<file path="src/rtl/fp32toint_pipe.sv">
// Two-stage IEEE-754 binary32 to int32/uint32 converter with valid/ready handshakes.
// Stage 1 aligns the significand and captures guard/sticky; stage 2 rounds, range-checks and sets flags.
module fp32toint_pipe (
    input  logic        clk,
    input  logic        rst_n,
    input  logic        in_valid,
    output logic        in_ready,
    input  logic [31:0] in_data,
    input  logic        in_signed,
    input  logic        in_rm,
    output logic        out_valid,
    input  logic        out_ready,
    output logic [31:0] out_data,
    output logic        out_invalid,
    output logic        out_inexact
);

    // RNE increment: round up on guard when sticky is set or on a tie with an odd lsb.
    function automatic logic round_inc(input logic rtz, input logic guard,
                                       input logic sticky, input logic lsb);
        round_inc = ~rtz & guard & (sticky | lsb);
    endfunction

    // Stage-1 register set
    logic        s1_valid_q,  s1_valid_d;
    logic        s1_sign_q;
    logic        s1_signed_q;
    logic        s1_rm_q;
    logic [31:0] s1_int_q,    s1_int_d;
    logic        s1_guard_q,  s1_guard_d;
    logic        s1_sticky_q, s1_sticky_d;
    logic        s1_big_q,    s1_big_d;
    logic        s1_nan_q,    s1_nan_d;
    logic        s1_inf_q,    s1_inf_d;

    // Stage-2 register set (drives the outputs directly)
    logic        s2_valid_q,  s2_valid_d;
    logic [31:0] s2_data_q,   s2_data_d;
    logic        s2_inv_q,    s2_inv_d;
    logic        s2_inex_q,   s2_inex_d;

    logic        s2_free_s;
    logic        s1_adv_s;
    logic        accept_s;

    logic [7:0]  exp_s;
    logic [22:0] man_s;
    logic [23:0] sig_s;
    logic [5:0]  sh_s;
    logic [63:0] shifted_s;

    logic        inc_s;
    logic [32:0] mag_s;
    logic [31:0] sat_s;
    logic        ovf_s;

    assign s2_free_s = ~s2_valid_q | out_ready;
    assign s1_adv_s  = s1_valid_q & s2_free_s;
    assign in_ready  = ~s1_valid_q | s2_free_s;
    assign accept_s  = in_valid & in_ready;

    assign exp_s = in_data[30:23];
    assign man_s = in_data[22:0];
    assign sig_s = {1'b1, man_s};
    // Shift places the value with 32 fraction bits: amount = E-118, valid for E in 126..158 (only low 6 bits needed).
    assign sh_s  = exp_s[5:0] - 6'd54;

    // Stage-1 decode and alignment into integer part, guard and sticky
    always_comb begin
        s1_int_d    = 32'd0;
        s1_guard_d  = 1'b0;
        s1_sticky_d = 1'b0;
        s1_big_d    = 1'b0;
        s1_nan_d    = 1'b0;
        s1_inf_d    = 1'b0;
        shifted_s   = 64'd0;
        if (exp_s == 8'd255) begin
            s1_nan_d = (man_s != 23'd0);
            s1_inf_d = (man_s == 23'd0);
        end else if (exp_s >= 8'd159) begin
            s1_big_d = 1'b1;
        end else if (exp_s >= 8'd126) begin
            shifted_s   = {40'd0, sig_s} << sh_s;
            s1_int_d    = shifted_s[63:32];
            s1_guard_d  = shifted_s[31];
            s1_sticky_d = |shifted_s[30:0];
        end else if (exp_s == 8'd0) begin
            s1_sticky_d = (man_s != 23'd0);
        end else begin
            // Magnitude below 0.5 but nonzero: rounds to zero in both modes.
            s1_sticky_d = 1'b1;
        end
    end

    // Stage-1 occupancy
    always_comb begin
        s1_valid_d = s1_valid_q;
        if (accept_s) begin
            s1_valid_d = 1'b1;
        end else if (s1_adv_s) begin
            s1_valid_d = 1'b0;
        end else begin
            s1_valid_d = s1_valid_q;
        end
    end

    // Stage-1 registers
    always_ff @(posedge clk or negedge rst_n) begin
        if (!rst_n) begin
            s1_valid_q  <= 1'b0;
            s1_sign_q   <= 1'b0;
            s1_signed_q <= 1'b0;
            s1_rm_q     <= 1'b0;
            s1_int_q    <= 32'd0;
            s1_guard_q  <= 1'b0;
            s1_sticky_q <= 1'b0;
            s1_big_q    <= 1'b0;
            s1_nan_q    <= 1'b0;
            s1_inf_q    <= 1'b0;
        end else begin
            s1_valid_q <= s1_valid_d;
            if (accept_s) begin
                s1_sign_q   <= in_data[31];
                s1_signed_q <= in_signed;
                s1_rm_q     <= in_rm;
                s1_int_q    <= s1_int_d;
                s1_guard_q  <= s1_guard_d;
                s1_sticky_q <= s1_sticky_d;
                s1_big_q    <= s1_big_d;
                s1_nan_q    <= s1_nan_d;
                s1_inf_q    <= s1_inf_d;
            end
        end
    end

    assign inc_s = round_inc(s1_rm_q, s1_guard_q, s1_sticky_q, s1_int_q[0]);
    assign mag_s = {1'b0, s1_int_q} + {32'd0, inc_s};

    // Stage-2 rounding, range check, saturation and flags
    always_comb begin
        s2_data_d = 32'd0;
        s2_inv_d  = 1'b0;
        s2_inex_d = 1'b0;
        ovf_s     = 1'b0;
        if (s1_signed_q) begin
            sat_s = s1_sign_q ? 32'h8000_0000 : 32'h7FFF_FFFF;
            ovf_s = s1_sign_q ? (mag_s > 33'h0_8000_0000) : (mag_s > 33'h0_7FFF_FFFF);
        end else begin
            sat_s = s1_sign_q ? 32'h0000_0000 : 32'hFFFF_FFFF;
            ovf_s = s1_sign_q ? (mag_s != 33'd0) : mag_s[32];
        end
        if (s1_nan_q) begin
            s2_data_d = s1_signed_q ? 32'h7FFF_FFFF : 32'hFFFF_FFFF;
            s2_inv_d  = 1'b1;
        end else if (s1_inf_q || s1_big_q || ovf_s) begin
            s2_data_d = sat_s;
            s2_inv_d  = 1'b1;
        end else begin
            s2_data_d = s1_sign_q ? (~mag_s[31:0] + 32'd1) : mag_s[31:0];
            s2_inex_d = s1_guard_q | s1_sticky_q;
        end
    end

    // Stage-2 occupancy
    always_comb begin
        s2_valid_d = s2_valid_q;
        if (s1_adv_s) begin
            s2_valid_d = 1'b1;
        end else if (out_ready) begin
            s2_valid_d = 1'b0;
        end else begin
            s2_valid_d = s2_valid_q;
        end
    end

    // Stage-2 registers; result fields only change when a new result moves in
    always_ff @(posedge clk or negedge rst_n) begin
        if (!rst_n) begin
            s2_valid_q <= 1'b0;
            s2_data_q  <= 32'd0;
            s2_inv_q   <= 1'b0;
            s2_inex_q  <= 1'b0;
        end else begin
            s2_valid_q <= s2_valid_d;
            if (s1_adv_s) begin
                s2_data_q <= s2_data_d;
                s2_inv_q  <= s2_inv_d;
                s2_inex_q <= s2_inex_d;
            end
        end
    end

    assign out_valid   = s2_valid_q;
    assign out_data    = s2_data_q;
    assign out_invalid = s2_inv_q;
    assign out_inexact = s2_inex_q;

endmodule

</file>
<file path="config.mk">
export PLATFORM = sky130hd
export DESIGN_NAME = fp32toint_pipe
export DESIGN_NICKNAME = d
export VERILOG_FILES = /design/src/rtl/fp32toint_pipe.sv
export SDC_FILE = /design/constraint.sdc
export NUM_CORES = 1
export LEC_CHECK = 0
export ABC_AREA = 1
export BUFFER_PORTS_ARGS = -buffer_cell sky130_fd_sc_hd__buf_4
export CORE_UTILIZATION = 61
export DETAILED_ROUTE_END_ITERATION = 10
export GPL_ROUTABILITY_DRIVEN = 0
export PLACE_DENSITY = 0.84
export SYNTH_ARGS = -nofsm -noshare
export SYNTH_HDL_FRONTEND = slang
export SYNTH_SLANG_ARGS = --single-unit
</file>
<file path="constraint.sdc">
create_clock -name clk -period 3.6 [get_ports clk]
set_clock_uncertainty 0.1 [all_clocks]
set_input_delay 0.72 -clock clk [delete_from_list [all_inputs] [get_ports clk]]
set_output_delay 0.72 -clock clk [all_outputs]
set_load 0.03 [all_outputs]
</file>
## Yosys cells after proc, flatten, opt, wreduce, memory -nomap -nowiden

Index checks and enable logic that the tools add are counted.

| storage, ports and cells | value |
|---|---|
| register bits after elaboration | 76 |
| input port bits | 38 |
| output and inout port bits | 36 |
| word-level logic and storage cells | 76 |

| operators by class | value |
|---|---|
| add/subtract/negate cells | 3 |
| $lt $le $gt $ge | 4 |
| eq/ne operators | 1 |
| shift-type cells | 1 |
| multiplexer cells | 32 |
| bitwise logic cells | 12 |
| reductions and logical operators | 9 |

Operators by type and width:

| kind | number |
|---|---|
| 32-bit 2-to-1 mux | 10 |
| 24-bit by 6-bit << shifter with 64-bit output | 1 |
| 32-bit by 1-bit adder with 33-bit output | 1 |
| 33-bit by 31-bit greater-than comparator with 1-bit output, second input constant | 1 |
| 33-bit by 32-bit greater-than comparator with 1-bit output, second input constant | 1 |
| 33-bit nonzero test | 1 |
| 32-bit by 1-bit adder with 32-bit output, second input constant | 1 |
| 32-bit inverter | 1 |
| 31-bit OR reduction | 1 |
| 23-bit logical NOT | 1 |
| 23-bit nonzero test | 1 |
| 1-bit 2-to-1 mux | 22 |
| 8-bit equality test, second input constant | 1 |
| 8-bit by 7-bit >= comparator with 1-bit output, second input constant | 1 |
| 8-bit >= comparator, second input constant | 1 |
| 8-bit logical NOT | 1 |
| 6-bit subtractor, second input constant | 1 |
| 1-bit AND | 4 |
| 1-bit OR | 4 |
| 2-bit nonzero test | 2 |
| 1-bit inverter | 3 |
| 1-bit logical OR | 2 |

## Longest topological paths before layout

| depth | value |
|---|---|
| depth after elaboration | 10 |
| gate-level depth with buffers | 23 |
| gate-level depth less buffers | 23 |

## Worst setup path after synthesis

OpenSTA, ideal clock, no wires.

| path | value |
|---|---|
| path kind | flip-flop to flip-flop |
| from | register s1_int_q[0] |
| to | register s2_data_q[10] (netlist: out_data[10]) |
| data arrival time | 2.613 ns |
| required time | 3.380 ns |
| setup slack | 0.767 ns |
| stages on the path, launching flop included | 21 |
| cells stage by stage | dfrtp_1 -> nor2_1 -> nor3_1 -> ha_1 -> or2_1 -> nand2_1 -> ha_1 -> nand3_1 -> nor2_1 -> nand3_1 -> nor2_4 -> nand2_2 -> nor2_4 -> nand4_1 -> nand2_1 -> nand3_2 -> nand2_4 -> nand3_2 -> nand2_2 -> buf_6 -> a21oi_2 |

| on the way | value |
|---|---|
| longest elaborated chain between the ends | 9 |

RTL lines:

| what | RTL line | RTL |
|---|---|---|
| start: declaration | 29 | `logic [31:0] s1_int_q, s1_int_d;` |
| start signal: assignment | 126 | `s1_int_q <= s1_int_d;` |
| 1-bit OR | 21 | `round_inc = ~rtz & guard & (sticky \| lsb);` |
| 1-bit AND | 21 |  |
| 32-bit by 1-bit adder with 33-bit output (*) | 137 | `assign mag_s = {1'b0, s1_int_q} + {32'd0, inc_s};` |
| 33-bit by 31-bit greater-than comparator with 1-bit output, or another cell as far along | 147 | `ovf_s = s1_sign_q ? (mag_s > 33'h0_8000_0000) : (mag_s > 33'h0_7FFF_FFFF);` |
| 1-bit 2-to-1 mux (on tied branches) | 147, 150 |  |
| 1-bit 2-to-1 mux | 145 | `if (s1_signed_q) begin` |
| 1-bit logical OR | 155 | `end else if (s1_inf_q \|\| s1_big_q \|\| ovf_s) begin` |
| 32-bit 2-to-1 mux (*) | 155 |  |
| 32-bit 2-to-1 mux (*) | 152 | `if (s1_nan_q) begin` |
| end signal: assignment | 186 | `s2_data_q <= s2_data_d;` |
| end: declaration | 38 | `logic [31:0] s2_data_q, s2_data_d;` |

Every way passes the cells marked *; elsewhere a longest branch is shown, timed or not.
A chain may end at the register's enable or synchronous reset.

## Final worst setup path

| path | value |
|---|---|
| from | register s1_guard_q |
| to | register s2_data_q[29] (netlist: out_data[29]) |

| on the way | value |
|---|---|
| longest elaborated chain between the ends | 9 |

RTL lines:

| what | RTL line | RTL |
|---|---|---|
| start: declaration | 30 | `logic s1_guard_q, s1_guard_d;` |
| start signal: assignment | 127 | `s1_guard_q <= s1_guard_d;` |
| 1-bit AND (*) (2 in series) | 21 |  |
| 32-bit by 1-bit adder with 33-bit output (*) | 137 |  |
| 33-bit by 31-bit greater-than comparator with 1-bit output, or another cell as far along | 147 |  |
| 1-bit 2-to-1 mux (on tied branches) | 147, 150 |  |
| 1-bit 2-to-1 mux | 145 |  |
| 1-bit logical OR | 155 |  |
| 32-bit 2-to-1 mux (*) | 155 |  |
| 32-bit 2-to-1 mux (*) | 152 |  |

Marks and branches as above.

==> summary.md <==
| Metric | Value |
|---|---|
| H-tree Lvls | 3 |
| Max Root-Sink Buffers | 2 |
| Ys flop type | dfrtp_1 |
| Combinational share of power | 0.518 |
| CP required | 3.77 ns |
| Most frequent cells in the layout | 435 x nand2_1, 148 x nor2_1, 97 x o21ai_0 |
| DRT iter0 DRCs | 717 |
| Dpl hpwl | 17200 µm |
| Starting Density | 0.624 |
| Largest net degree at the start of global routing | 77 |
| Die height | 113 µm |
| Distinct cells, synth | 50 |
| Met3 Usage GRT | 0.0599 |
| Sequential share of power | 0.283 |
| Final cell count without fillers | 1444 |
| Worst setup SP type | register |
| Die W | 113 µm |
| Fraction of layout cells with a size suffix above 1 | 0.167 |
| Clock transition at the registers of the reported paths | 0.07 ns |
| Slowest cell on the critical path | dfrtp_1 |
| Leakage | 4.17 nW |
| Clk pwr share | 0.198 |
| Worst path cell trace | inv_1 -> nor3_2 -> ha_1 -> nand2_2 -> inv_1 -> nand2_1 -> nor2_1 -> nand2_1 -> nand2_1 -> nand2_2 -> inv_2 -> nand3_1 -> nor3_1 -> nand3_1 -> nand3_2 -> nand2_4 -> nand3_2 -> nand2_4 -> clkbuf_16 -> a21oi_2 |
| Max Slew Vio Count | 0 |
| Crit path kind | register to register |
| MaxCap Viol Count | 0 |
| PwrDens | 514 nW/µm² |
| Fin nets | 1337 |
| Gr ovfl total | 0 |
| Post-route DRC | 0 |
| Syn Area/Cell | 6.06 µm² |
| Via/cell ratio | 5.66 |
| Core ar. | 12000 µm² |
| Met2 Usage GRT | 0.585 |
| Max Clock Freq | 296 MHz |
| Setup TNS | 0 ns |
| Internal power | 0.00235 W |
| IO Count | 74 |
| Sw frac | 0.463 |
| Final worst setup slack | 0.219 ns |
| Most used cell, CP | nand2_1 |
| CTS Hold Buffers Added | 0 |
| Dpl cells | 1427 |
| Root Driver | clkbuf_16 |
| First-pass GRT wire length | 35600 µm |
| Peak supply drop | 0.219 mV |
| FF-to-FF setup slack | 0.22 ns |
| Critical Path AT | 3.55 ns |
| Post-Syn Area | 7460 µm² |
| Max_slew headroom | 0.360 |
| Worst-Margin Slew | 0.960 ns |
| EDFF count, synth | 0 |
| Syn_nets | 1277 |
| Most common cell after layout, fill and taps aside | nand2_1 |
| Via count | 8177 |
| Post-synthesis sequential area ratio | 0.255 |
| Global Route Usage Sum | 0.354 |
| TritonCTS clock tree | yes |
| Die ar. | 12700 µm² |
| CP Capture Type | register |
| Min Tclk post-route | 3.38 ns |
| FFs w/ async S/R, synth | 1.00 |
| Worst path max stage delay | 0.34 ns |
| Max Fanout on Critical Path | 15 |
| Antenna diodes | 0 |
| Post-place setup slack | 0.201 ns |
| Final Hold Viols | 0 |
| Clk sinks | 76 |
| Status | finished clean |
| Final setup vio count | 0 |
| Drt total wl | 21900 µm |
| Busiest grt layer | met2 |
| Yosys warnings | 0 |
| Port bufs | 73 |
| Cells after Synth | 1232 |
| Total power draw | 0.00438 W |
| Cell row count | 40 |
| Antenna Nets Post-Route | 0 |
| Drt pass-1 iters | 6 |
| Hold Crit Class | register to register |
| Final period util | 0.939 |
| Initial antenna violation count | 0 |
| Wire per inst | 15.2 µm |
| Area delta synth->final | 14.1% |
| Psw | 0.00203 W |
| Met1 Use GR | 0.415 |
| Post-synthesis register bit count | 76 |
| Clk_lat worst skew | 0.35 ns |
| Layout Utilization | 0.712 |
| Vias in the first global route | 7472 |
| TritonCTS Buffers | 9 |
==> final timing paths <==
path	start	endpoint	cells after the start
worst min-delay path	out_data[31]	out_data[31]	2
worst min register to register	out_data[31]	out_data[31]	2
min in group asynchronous	rst_n	out_data[22]	1
worst max-delay path	s1_guard_q	out_data[29]	20
max in group asynchronous	rst_n	s1_int_q[5]	1
worst max register to register	s1_guard_q	out_data[29]	20
==> cell families (layout without fill, tap and decap cells) <==
group	count (synthesis)	count (layout)	share of synthesized area
adders and majority gates	7	7	0.0117
AOI/OAI and AO/OA	188	188	0.156
DFF	76	76	0.255
xor gates and xnor gates	28	28	0.0329
muxes	4	4	0.00536
and+or+nand+nor	773	773	0.454
buffers and inverters	156	221	0.0848
==> worst max-delay path, delay by kind of cell (launching register included) <==
| kind | cells | cell delay, ns |
|---|---|---|
| flops | 1 | 0.34 |
| buf+inv | 4 | 0.52 |
| simple gates | 14 | 1.99 |
| fa+ha+maj | 1 | 0.19 |
| compound gates | 1 | 0.16 |
==> cells in the mapped netlist, types with 8 or more instances <==
library cell  instances  area share
xor2_1               24       0.028
nand4_1              17       0.014
dfrtp_1              76        0.25
nor2_1              148       0.074
a21oi_1              20       0.013
nand2_1             435        0.22
inv_1                93       0.047
nor2_2               10      0.0084
a21oi_2              27       0.032
o21ai_0              97       0.065
o221ai_1             12       0.014
clkbuf_1             34       0.017
nand3_1              80       0.054
nor3_1               11      0.0074
nand2_2              29       0.024
inv_2                10      0.0050
o211ai_1              8      0.0080
==> routing by layer <==
layer,share of wire,vias to the layer above
met3,0.068,109
met4,0.070,0
li1,-,4104
met5,0,-
met2,0.47,358
met1,0.39,3606
==> layout make-up <==
cell class	instances	area [µm²]
clock inverters	7	58.8
multi-input cells	1000	4950
inverters	108	410
well taps	147	184
fillers	1080	3450
flip-flops and latches	76	1900
repair buffers	97	783
clock buffers	9	225
==> through the flow <==
step,area (µm²),hold slack (ns)
detailed placement,8190,0.375
global route,8520,0.402
finish,8520,0.392
CTS,8480,0.394
floorplan,7460,0.324
global placement,8190,0.370
==> power groups by stage <==
stage                     logic [W]  clock network, W  registers (W)
after floorplan             0.00117                 0        0.00162
after global routing        0.00247          0.000907        0.00127
after CTS                   0.00222          0.000875        0.00124
after detailed placement    0.00221                 0        0.00126
final                       0.00227          0.000868        0.00124
after global placement      0.00217                 0        0.00124
==> repair_timing <==
item                       in CTS  in global routing
gates resized for setup         0                  3
buffers inserted                0                  0
setup endpoints to repair       0                 31
No activity file was read; power rests on OpenSTA's default activity.
